--- src/rtl/demux_1_n_hs_pkg.sv ---
// Shared constants and helpers for the 1-to-N handshaked demux.
// Broadcast mode is enabled by defining DEMUX_1_N_BROADCAST_EN.
package demux_1_n_hs_pkg;

  localparam int DEF_N     = 4;
  localparam int DEF_W     = 8;
  localparam int DEF_CNT_W = 8;
  localparam int MAX_N     = 64;

  // Isolates the lowest set bit. Callers cast the result down to their channel count.
  function automatic logic [MAX_N-1:0] lsb_onehot(input logic [MAX_N-1:0] x);
    return x & (~x + 1'b1);
  endfunction

  function automatic int slice_lo(input int k, input int w);
    return k * w;
  endfunction

endpackage

--- src/rtl/demux_out_slot.sv ---
// One output channel: a single valid/payload register with load and drain.
module demux_out_slot #(
  parameter int P_W = 8
) (
  input  logic           i_clk,
  input  logic           i_rst,
  input  logic           i_load,
  input  logic [P_W-1:0] i_data,
  input  logic           i_ready,
  output logic           o_valid,
  output logic [P_W-1:0] o_data,
  output logic           o_free
);

  logic           v;
  logic [P_W-1:0] d;

  // A reload on the same edge as a drain keeps the slot full with the new beat.
  always_ff @(posedge i_clk or posedge i_rst) begin
    if (i_rst) begin
      v <= 1'b0;
      d <= '0;
    end else if (i_load) begin
      v <= 1'b1;
      d <= i_data;
    end else if (v && i_ready) begin
      v <= 1'b0;
    end
  end

  assign o_free  = ~v | i_ready;
  assign o_valid = v;
  assign o_data  = d;

endmodule

--- src/rtl/demux_1_n_hs.sv ---
// Registered 1-to-N stream demux with per-channel handshake and a saturating drop counter.
// DEMUX_1_N_BROADCAST_EN: deliver a multi-bit select mask to all selected channels atomically.
module demux_1_n_hs
  import demux_1_n_hs_pkg::*;
#(
  parameter int P_N     = DEF_N,
  parameter int P_W     = DEF_W,
  parameter int P_CNT_W = DEF_CNT_W
) (
  input  logic               i_clk,
  input  logic               i_rst,
  input  logic               i_valid,
  input  logic [P_W-1:0]     i_data,
  input  logic [P_N-1:0]     i_sel_code,
  output logic               o_ready,
  output logic [P_N-1:0]     o_valid,
  output logic [P_N*P_W-1:0] o_data,
  input  logic [P_N-1:0]     i_ready,
  output logic [P_CNT_W-1:0] o_drop_cnt
);

  localparam logic [P_CNT_W-1:0] CNT_MAX = '1;

  logic [P_N-1:0]          tgt;
  logic [P_N-1:0]          chan_free;
  logic [P_N-1:0]          load;
  logic [P_N-1:0][P_W-1:0] slot_data;
  logic                    accept;
  logic [P_CNT_W-1:0]      drop_cnt;

`ifdef DEMUX_1_N_BROADCAST_EN
  assign tgt = i_sel_code;
`else
  assign tgt = P_N'(lsb_onehot(MAX_N'(i_sel_code)));
`endif

  // Untargeted channels count as free, so an empty mask is always ready (and dropped).
  assign o_ready = ~i_rst & (&(chan_free | ~tgt));
  assign accept  = i_valid & o_ready;
  assign load    = {P_N{accept}} & tgt;

  for (genvar k = 0; k < P_N; k++) begin : g_slot
    demux_out_slot #(.P_W(P_W)) u_slot (
      .i_clk   (i_clk),
      .i_rst   (i_rst),
      .i_load  (load[k]),
      .i_data  (i_data),
      .i_ready (i_ready[k]),
      .o_valid (o_valid[k]),
      .o_data  (slot_data[k]),
      .o_free  (chan_free[k])
    );
    assign o_data[slice_lo(k, P_W) +: P_W] = slot_data[k];
  end

  always_ff @(posedge i_clk or posedge i_rst) begin
    if (i_rst) begin
      drop_cnt <= '0;
    end else if (accept && (tgt == '0) && (drop_cnt != CNT_MAX)) begin
      drop_cnt <= drop_cnt + 1'b1;
    end
  end

  assign o_drop_cnt = drop_cnt;

endmodule

--- config.mk ---
export PLATFORM = sky130hd
export DESIGN_NAME = demux_1_n_hs
export DESIGN_NICKNAME = d
export VERILOG_FILES = /design/src/rtl/demux_1_n_hs_pkg.sv /design/src/rtl/demux_out_slot.sv /design/src/rtl/demux_1_n_hs.sv
export SDC_FILE = /design/constraint.sdc
export NUM_CORES = 1
export LEC_CHECK = 0
export BUFFER_PORTS_ARGS = -buffer_cell sky130_fd_sc_hd__buf_2
export CORE_ASPECT_RATIO = 1.2
export CORE_MARGIN = 4
export CORE_UTILIZATION = 45
export CTS_BUF_LIST = sky130_fd_sc_hd__clkbuf_4
export DETAILED_ROUTE_END_ITERATION = 10
export HOLD_SLACK_MARGIN = 0.05
export PLACE_DENSITY_LB_ADDON = 0.25
export SETUP_SLACK_MARGIN = 0.15
export SYNTH_ARGS = -nofsm -noshare
export SYNTH_HDL_FRONTEND = slang
export SYNTH_HIERARCHICAL = 1
export SYNTH_SLANG_ARGS = --single-unit
--- constraint.sdc ---
create_clock -name i_clk -period 1.32 [get_ports i_clk]
set_input_delay 0.198 -clock i_clk [delete_from_list [all_inputs] [get_ports i_clk]]
set_output_delay 0.198 -clock i_clk [all_outputs]
set_load 0.1 [all_outputs]
==> results.py, run 1 <==
metrics = {
    "run_status": {
        "outcome": "finished, violations left",
        "violations": "negative setup slack",
    },
    "cells_and_area": {
        "drive_above_1_share_pct": 80.6,
        "final_util_pct": 94.1,
        "filler_cell_count": 111,
        "antenna_cells": 0,
        "multi_input_area_sq_um": 1060,
        "nets": 298,
        "syn_to_final_growth_pct": 99.9,
        "seq_area_sq_um": 1150,
        "final_cells": 335,
        "finalInstanceArea_sq_um": 4070,
    },
    "synth": {
        "synth_most_common_cell": "dfrtp_1",
        "synth-edff-count": 0,
        "yosys-top-cells-count": "dfrtp_1, mux2_4, nand2b_1, inv_1",
        "synth_cells": 140,
        "synth_area_leaders": "dfrtp_1, mux2_4, nand2b_1",
        "yosysTopAreaCell": "dfrtp_1",
        "ys_warn_count": 6,
        "ys_seq_elements": 44,
        "async_reset_ff_share_pct": 100,
        "syn_nets": 160,
        "syn_area_sq_um": 2040,
        "dominantRegCellSynth": "dfrtp_1",
        "synth_top_area_share_pct": 54.1,
        "ys_types": 29,
        "yosysSeqAreaShare_pct": 54.1,
        "syn_area_per_cell_sq_um": 14.5,
    },
    "cts": {
        "clk_pin_slew_ps": 140,
        "cts_tree": "built",
        "clock_latency_ps": 370,
        "cts_buffer_depth": 2,
        "htree_levels": 2,
        "hold_buffers": 0,
        "root_buffer": "clkbuf_4",
        "clkSinkCount": 44,
        "cts_made_buffers": 5,
    },
    "power_and_ir_drop": {
        "cellPowerDensity_nw_per_um2": 1660,
        "p_total_mw": 6.78,
        "p_leak_nw": 1.91,
        "vdd_drop_max_mv": 1.57,
    },
    "floorplan": {
        "start_util_pct": 47.1,
        "io-pin-count": 64,
        "die_x_microns": 69.4,
        "core-area_sq_um": 4330,
        "dieHeight_microns": 81.7,
        "placementRows": 26,
        "die_area_sq_um": 5670,
    },
    "timing": {
        "fin_crit_sh_pct": 150,
        "finalHoldViolCount": 0,
        "setup_tns_ps": -9070,
        "finalMaxSlewViolations": 0,
        "finalClockSkew_ps": 6.85,
        "worst_pin_slew_ps": 428,
        "period_needed_ps": 1990,
        "rsz0062_at_grt": "yes",
        "setup_viol": 49,
        "whs_ps": 121,
        "fmax_ghz": 0.504,
        "fin_ws_ps": -665,
        "slew_headroom_pct": 71.5,
    },
    "placed_design": {
        "place.gp.congestion": 0.873,
        "dp_cells": 287,
        "pre_cts_slack_ps": -433,
        "placed_area_sq_um": 2960,
        "dpl.hpwl_mm": 4.15,
        "port_buffers": 63,
    },
    "routing": {
        "vias": 1883,
        "drtPass1Iterations": 4,
        "drt_iter0_drc": 113,
        "wire_per_inst_microns": 27.1,
        "ant_nets": 0,
        "route.detailed.drc": 0,
        "vias_per_cell": 5.62,
        "wl_mm": 9.10,
    },
    "global_routing": {
        "grt.total_usage_pct": 29.4,
        "antenna_found_initial": 0,
        "grt_pass1_wl_mm": 12.2,
        "grt_max_degree": 14,
        "grt_remaining_overflow": 0,
        "grt_pass1_vias": 2072,
    },
    "setup_path": {
        "cp.arrival_ps": 1790,
        "reg2reg_slack_ps": -420,
        "cp_max_fo": 2,
        "cp-end-kind": "primary output",
        "worstPathRequired_ps": 1120,
        "critPathKind": "flop to primary output",
        "startpoint_type": "flop",
    },
    "hold_path": {
        "hold_class": "input pin to flop",
    },
    "job": {
        "maxCapViolCount": 0,
    },
}
-- logic make-up (layout without fill, tap and decap cells) --
family,count (synthesis),count (layout),share of synthesized area (%)
XOR/XNOR,2,2,0.860
AND/OR/NAND/NOR,35,35,11.7
buffers and inverters,12,151,3.69
flip-flops,44,44,54.1
adder cells (fa/ha/maj),1,1,0.614
AO/OA/AOI/OAI,11,11,3.50
multiplexers,35,35,25.6
-- power by group --
part	leakage [nW]	total, mW	switching [mW]	internal [mW]
clock network	0.0403	0.849	0.462	0.387
registers	0.532	1.95	0.342	1.61
logic	1.34	3.98	2.38	1.59
total	1.91	6.78	3.19	3.59
-- registers in the layout, indices dropped and copies added, names as in the netlist --
name and count:
g_slot.u_slot/o_data 32, g_slot.u_slot/o_valid 4, o_drop_cnt 8
-- metal layers --
metal	vias up	wire, microns	GRT usage [%]
met2	112	4990	53.7
met3	34	545	7.47
li1	770	-	-
met4	0	385	14.5
met1	967	3180	32.0
met5	-	0	0
-- final timing paths --
path	start	endpoint	depth (start not counted)
setup / recovery	g_slot[2].u_slot/o_valid	o_ready	6
hold / removal	i_data[1]	g_slot[2].u_slot/o_data[1]	2
setup reg to reg	g_slot[2].u_slot/o_valid	g_slot[2].u_slot/o_data[0]	8
hold reg to reg	g_slot[1].u_slot/o_data[3]	g_slot[1].u_slot/o_data[3]	1
max in group asynchronous	i_rst	g_slot[2].u_slot/o_valid	4
min in group asynchronous	i_rst	g_slot[3].u_slot/o_data[2]	4
-- worst max-delay path, stage by stage (launching register included) --
cell      delay (ps)
dfrtp_4          520
nand2b_4          90
inv_2             40
a21oi_2          160
o21ai_2          100
a221oi_4         300
buf_12           210
-- layout by cell type (no fill, tap or decap), types with 3 or more instances in the layout --
cell type and instances:
and3_4 4, buf_6 23, a21oi_2 3, clkbuf_4 5
buf_12 47, buf_2 18, mux2_4 35, dfrtp_4 12
dfrtp_1 31, nand4_1 3, inv_1 6, buf_4 45
nand2b_4 7
-- layout make-up --
| class | count | area share [%] |
|---|---|---|
| inverters | 8 | 0.799 |
| clock inverters | 3 | 0.922 |
| flip-flops and latches | 44 | 28.2 |
| well taps | 56 | 1.72 |
| clock buffers | 5 | 0.922 |
| multi-input cells | 84 | 26.1 |
| repair buffers | 135 | 41.3 |
-- what timing repair did --
action | in CTS | in global routing
setup endpoints to repair | 87 | 89
gates resized for setup | 166 | 16
pin swaps | 12 | 9
buffers inserted | 23 | 13
gates cloned | 4 | 0
(Power assumes the default switching activity.)
==> run 2: changes to the inputs <==
Settings changed: SKIP_LAST_GASP set to 1.
==> run 2 against run 1 <==
  * The flow still finishes with violations (negative setup slack)
  * Count of clock-buffer cells in the layout unchanged
  * Clock skew up 6.1 ps
  * Sequential power hardly changed
  * Clock power rose by 3.1%
  * Register-to-register slack barely moved
  * Highest routed layer unchanged
==> results.py, run 2 (synthesized netlist as in run 1, its figures left out) <==
metrics = {
    "cells_and_area": {
        "layout_commonest_cell": "buf_4",
        "finalInstanceArea_sq_um": 4090,
        "largest_reg_flops": 32,
        "filler_cell_count": 99,
        "final_cells": 340,
        "nets": 303,
        "syn_to_final_growth_pct": 101,
        "most-common-layout-cells": "buf_4, buf_12, mux2_4",
        "antenna_cells": 0,
        "drive_above_1_share_pct": 80.6,
    },
    "cts": {
        "cts_buffer_depth": 2,
        "cts_made_buffers": 5,
        "clock_latency_ps": 370,
        "hold_buffers": 0,
        "root_buffer": "clkbuf_4",
        "htree_levels": 2,
        "clkSinkCount": 44,
        "cts_tree": "built",
        "clk_pin_slew_ps": 150,
    },
    "power_and_ir_drop": {
        "pwr-share-seq_pct": 28.3,
        "cellPowerDensity_nw_per_um2": 1670,
        "comb_power_share_pct": 58.9,
        "p_switching_mw": 3.21,
        "pwr-share-clk_pct": 12.8,
        "vdd_drop_max_mv": 1.67,
        "p_leak_nw": 1.93,
        "p_sw_share_pct": 46.9,
        "p_int_mw": 3.64,
        "p_total_mw": 6.85,
    },
    "timing": {
        "whs_ps": 136,
        "setup_viol": 52,
        "finalClockSkew_ps": 13.0,
        "rsz0062_at_grt": "yes",
        "worst_pin_slew_ps": 513,
        "finalHoldViolCount": 0,
        "finalMaxSlewViolations": 0,
        "fin_ws_ps": -705,
        "slew_headroom_pct": 65.3,
        "setup_tns_ps": -10660,
        "fin_crit_sh_pct": 153,
        "period_needed_ps": 2020,
        "fmax_ghz": 0.494,
    },
    "setup_path": {
        "cp.arrival_ps": 1830,
        "path_cells": "nand2b_4 -> inv_2 -> a21oi_2 -> o21ai_2 -> a221oi_4 -> buf_12",
        "startpoint_type": "flop",
        "cp-end-kind": "primary output",
        "worstPathRequired_ps": 1120,
        "critPathKind": "flop to primary output",
        "critPathSlowestCell": "dfrtp_4",
        "cpPeakStageDelay_ps": 530,
        "cp_max_fo": 2,
    },
    "hold_path": {
        "hold_class": "input pin to async pin",
    },
    "routing": {
        "vias_per_cell": 5.51,
        "wire_per_inst_microns": 27.2,
        "route.detailed.drc": 0,
        "vias": 1872,
        "drtPass1Iterations": 4,
        "ant_nets": 0,
        "drt_iter0_drc": 114,
        "wl_mm": 9.26,
    },
    "floorplan": {
        "die_area_sq_um": 5670,
        "start_util_pct": 47.1,
        "core-area_sq_um": 4330,
        "io-pin-count": 64,
        "dieHeight_microns": 81.7,
        "die_x_microns": 69.4,
        "placementRows": 26,
    },
    "placed_design": {
        "dpl.hpwl_mm": 4.15,
        "place.gp.congestion": 0.873,
        "placed_area_sq_um": 2960,
        "port_buffers": 63,
        "dp_cells": 287,
    },
    "global_routing": {
        "grt_remaining_overflow": 0,
        "antenna_found_initial": 0,
        "grt_pass1_wl_mm": 11.8,
        "grt_pass1_vias": 2020,
        "grt_max_degree": 14,
        "grt.total_usage_pct": 27.9,
    },
    "run_status": {
        "violations": "negative setup slack",
        "outcome": "finished, violations left",
    },
    "job": {
        "maxCapViolCount": 0,
    },
}
run 2: worst paths after layout:
check	start	to	slack, ps	cells past startpoint
max	g_slot[2].u_slot/o_valid	o_ready	-700	6
min	i_rst	g_slot[0].u_slot/o_data[2]	140	4
max reg2reg	g_slot[2].u_slot/o_valid	g_slot[2].u_slot/o_data[3]	-430	8
min reg2reg	g_slot[0].u_slot/o_data[3]	g_slot[0].u_slot/o_data[3]	600	1
max in group asynchronous	i_rst	g_slot[1].u_slot/o_valid	830	4
min in group i_clk	i_data[7]	g_slot[3].u_slot/o_data[7]	140	2
run 2: what timing repair did:
item,CTS,global route
cloned,4,0
buffers inserted,23,18
pin swaps,9,8
setup endpoints to repair,87,88
hold endpoints to repair,0,0
gates resized for setup,159,18
run 2: per-layer routing:
layer  GRT usage [%]  share of wire, %
met2            53.0                55
met4            9.38               4.5
met3            4.65               3.8
met1            32.0                37
met5               0                 0
run 2: layout make-up:
cell class                      instances  area [sq um]  share of cell area [%]
Clock buffer                            5          37.5                   0.918
Clock inverter                          3          37.5                   0.918
Inverter                                8          32.5                   0.795
Multi-Input combinational cell         84          1030                    25.2
Sequential cell                        44          1150                    28.1
Tap cell                               56          70.1                    1.71
Timing Repair Buffer                  140          1730                    42.4
run 2: worst max-delay path, delay by kind of cell (launching register included):
family / cells / cell delay (ps)
and+or+nand+nor: 1 / 100
DFF: 1 / 530
buffers and inverters: 2 / 260
AOI/OAI and AO/OA: 3 / 550
run 2: metrics by stage:
stage | utilization, % | worst slack (ps)
floorplan | - | -725
finish | 94.5 | -705
CTS | 89.1 | -628
global route | 94.5 | -753
global placement | 68.4 | -384
detailed placement | 68.4 | -433
run 2: power groups by stage:
| stage | clock [mW] | sequential (mW) | combinational [mW] |
|---|---|---|---|
| floorplan | 0 | 3.60 | 0.471 |
| global placement | 0 | 1.78 | 2.89 |
| detailed placement | 0 | 1.79 | 2.93 |
| CTS | 0.837 | 1.90 | 3.78 |
| global route | 0.932 | 1.96 | 4.11 |
| finish | 0.875 | 1.94 | 4.03 |
==> run 3: changes to the inputs <==
Settings changed: TNS_END_PERCENT set to 10.
==> run 3 against run 2 <==
  * The run still ends with negative setup slack left
  * Worst hold slack improved by 8.5 ps
  * Via count fell by 19%
  * Sequential power is 9% lower
  * Flip-flop and latch count stayed put
  * Power down 19%
  * Critical path depth unchanged
  * Register-to-register slack improved by 220 ps
  * Global-route usage down 8.3 points
  * Non-clock buffer count shrank 40
  * Sequential share of layout area is 9.1 points higher
  * Clock power down 4.2%
  * Die area is the same
  * Largest power group unchanged
==> results.py, run 3 (synthesized netlist as in run 1, its figures left out) <==
metrics = {
    "power_and_ir_drop": {
        "p_leak_nw": 1.52,
        "p_sw_share_pct": 50.3,
        "p_switching_mw": 2.79,
        "p_int_mw": 2.76,
        "p_total_mw": 5.55,
        "cellPowerDensity_nw_per_um2": 1810,
        "pwr-share-clk_pct": 15.1,
        "pwr-share-seq_pct": 32.0,
        "vdd_drop_max_mv": 1.41,
        "comb_power_share_pct": 52.9,
    },
    "setup_path": {
        "reg2reg_slack_ps": -210,
        "cp.arrival_ps": 1670,
        "cp-end-kind": "primary output",
        "worstPathRequired_ps": 1120,
        "cp_max_fo": 2,
        "startpoint_type": "flop",
        "critPathKind": "flop to primary output",
    },
    "timing": {
        "slew_headroom_pct": 67.2,
        "finalMaxSlewViolations": 0,
        "fin_crit_sh_pct": 141,
        "rsz0062_at_grt": "yes",
        "worst_pin_slew_ps": 496,
        "fmax_ghz": 0.537,
        "finalClockSkew_ps": 7.14,
        "fin_ws_ps": -543,
        "setup_viol": 79,
        "finalHoldViolCount": 0,
        "period_needed_ps": 1860,
    },
    "global_routing": {
        "grt_max_degree": 14,
        "grt.total_usage_pct": 19.6,
        "grt_pass1_wl_mm": 8.66,
        "antenna_found_initial": 0,
        "grt_remaining_overflow": 0,
        "grt_pass1_vias": 1705,
    },
    "cells_and_area": {
        "syn_to_final_growth_pct": 50.1,
        "layout_commonest_cell": "buf_2",
        "antenna_cells": 0,
        "drive_above_1_share_pct": 69.3,
        "most-common-layout-cells": "buf_2, mux2_4, dfrtp_1, buf_4, buf_12",
        "largest_reg_flops": 32,
        "nets": 263,
    },
    "cts": {
        "cts_tree": "built",
        "clock_latency_ps": 350,
        "cts_made_buffers": 5,
        "root_buffer": "clkbuf_4",
        "htree_levels": 2,
        "clk_pin_slew_ps": 130,
        "cts_buffer_depth": 2,
        "clkSinkCount": 44,
    },
    "placed_design": {
        "pre_cts_slack_ps": -453,
        "dpl.hpwl_mm": 4.16,
        "place.gp.congestion": 0.795,
        "port_buffers": 63,
    },
    "routing": {
        "drt_iter0_drc": 78,
        "route.detailed.drc": 0,
        "vias_per_cell": 5.07,
        "wire_per_inst_microns": 17.5,
        "ant_nets": 0,
        "drtPass1Iterations": 4,
        "vias": 1520,
        "wl_mm": 5.26,
    },
    "floorplan": {
        "placementRows": 26,
        "die_x_microns": 69.4,
        "dieHeight_microns": 81.7,
        "die_area_sq_um": 5670,
        "start_util_pct": 47.1,
        "io-pin-count": 64,
        "core-area_sq_um": 4330,
    },
    "run_status": {
        "violations": "negative setup slack",
        "outcome": "finished, violations left",
    },
    "job": {
        "maxCapViolCount": 0,
    },
    "hold_path": {
        "hold_class": "input pin to flop",
    },
}
-- run 3: metal layers --
| layer | part of all wire, % | track usage (%) | wire length (microns) | vias to the layer above |
|---|---|---|---|---|
| li1 | - | - | - | 697 |
| met1 | 38 | 21.4 | 1980 | 754 |
| met2 | 55 | 38.0 | 2890 | 59 |
| met3 | 5.0 | 3.79 | 265 | 10 |
| met4 | 2.3 | 6.64 | 121 | 0 |
| met5 | 0 | 0 | 0 | - |
-- run 3: final cells by class --
type                            instances  area (sq um)
Fill cell                             304          1270
Timing Repair Buffer                  100           826
Tap cell                               56          70.1
Clock inverter                          2          35.0
Clock buffer                            6          45.0
Inverter                                8          30.0
Multi-Input combinational cell         84           916
Sequential cell                        44          1140
-- run 3: critical path, cell delays in order (launching register included) --
cell and delay, ps:
dfrtp_4 510, nand2b_4 80, inv_2 30, a21oi_2 110, o21ai_2 80, a221oi_4 290
buf_12 220
-- run 3: metrics by stage --
| stage | std cells | hold slack, ps | TNS, ps | utilization (%) | cell area, sq um |
|---|---|---|---|---|---|
| final | 300 | 145 | -5110 | 70.7 | 3060 |
| after global routing | 300 | 132 | -9210 | 70.7 | 3060 |
| after CTS | 298 | 128 | -11150 | 69.9 | 3020 |
| after detailed placement | 288 | 351 | -10110 | 67.4 | 2920 |
| after global placement | 288 | 330 | -8910 | 67.4 | 2920 |
| after floorplan | 140 | 25.9 | -8890 | - | 2110 |
-- run 3: final timing paths --
| path | from | endpoint | depth (start not counted) |
|---|---|---|---|
| setup / recovery | g_slot[2].u_slot/o_valid | o_ready | 6 |
| hold / removal | i_data[7] | g_slot[0].u_slot/o_data[7] | 2 |
| setup reg to reg | g_slot[2].u_slot/o_valid | g_slot[2].u_slot/o_data[1] | 6 |
| hold reg to reg | g_slot[2].u_slot/o_data[1] | g_slot[2].u_slot/o_data[1] | 1 |
| max in group asynchronous | i_rst | g_slot[2].u_slot/o_valid | 4 |
| min in group asynchronous | i_rst | g_slot[3].u_slot/o_data[2] | 4 |
-- run 3: power groups by stage --
stage	Sequential (mW)	Combinational, mW	Clock (mW)
2_1_floorplan	3.59	0.466	0
3_3_place_gp	1.79	2.89	0
3_5_place_dp	1.80	2.94	0
4_1_cts	1.78	2.95	0.864
5_1_grt	1.81	3.02	0.916
6_report	1.77	2.94	0.838
-- run 3: timing repair --
action / CTS / global route
pin swaps: 1 / 2
endpoints found under the setup margin: 86 / 89
gates resized for setup: 2 / 8
hold buffers: 1 / 0
setup buffers: 1 / 1
gates cloned: 0 / 1
endpoints found under the hold margin: 44 / 0
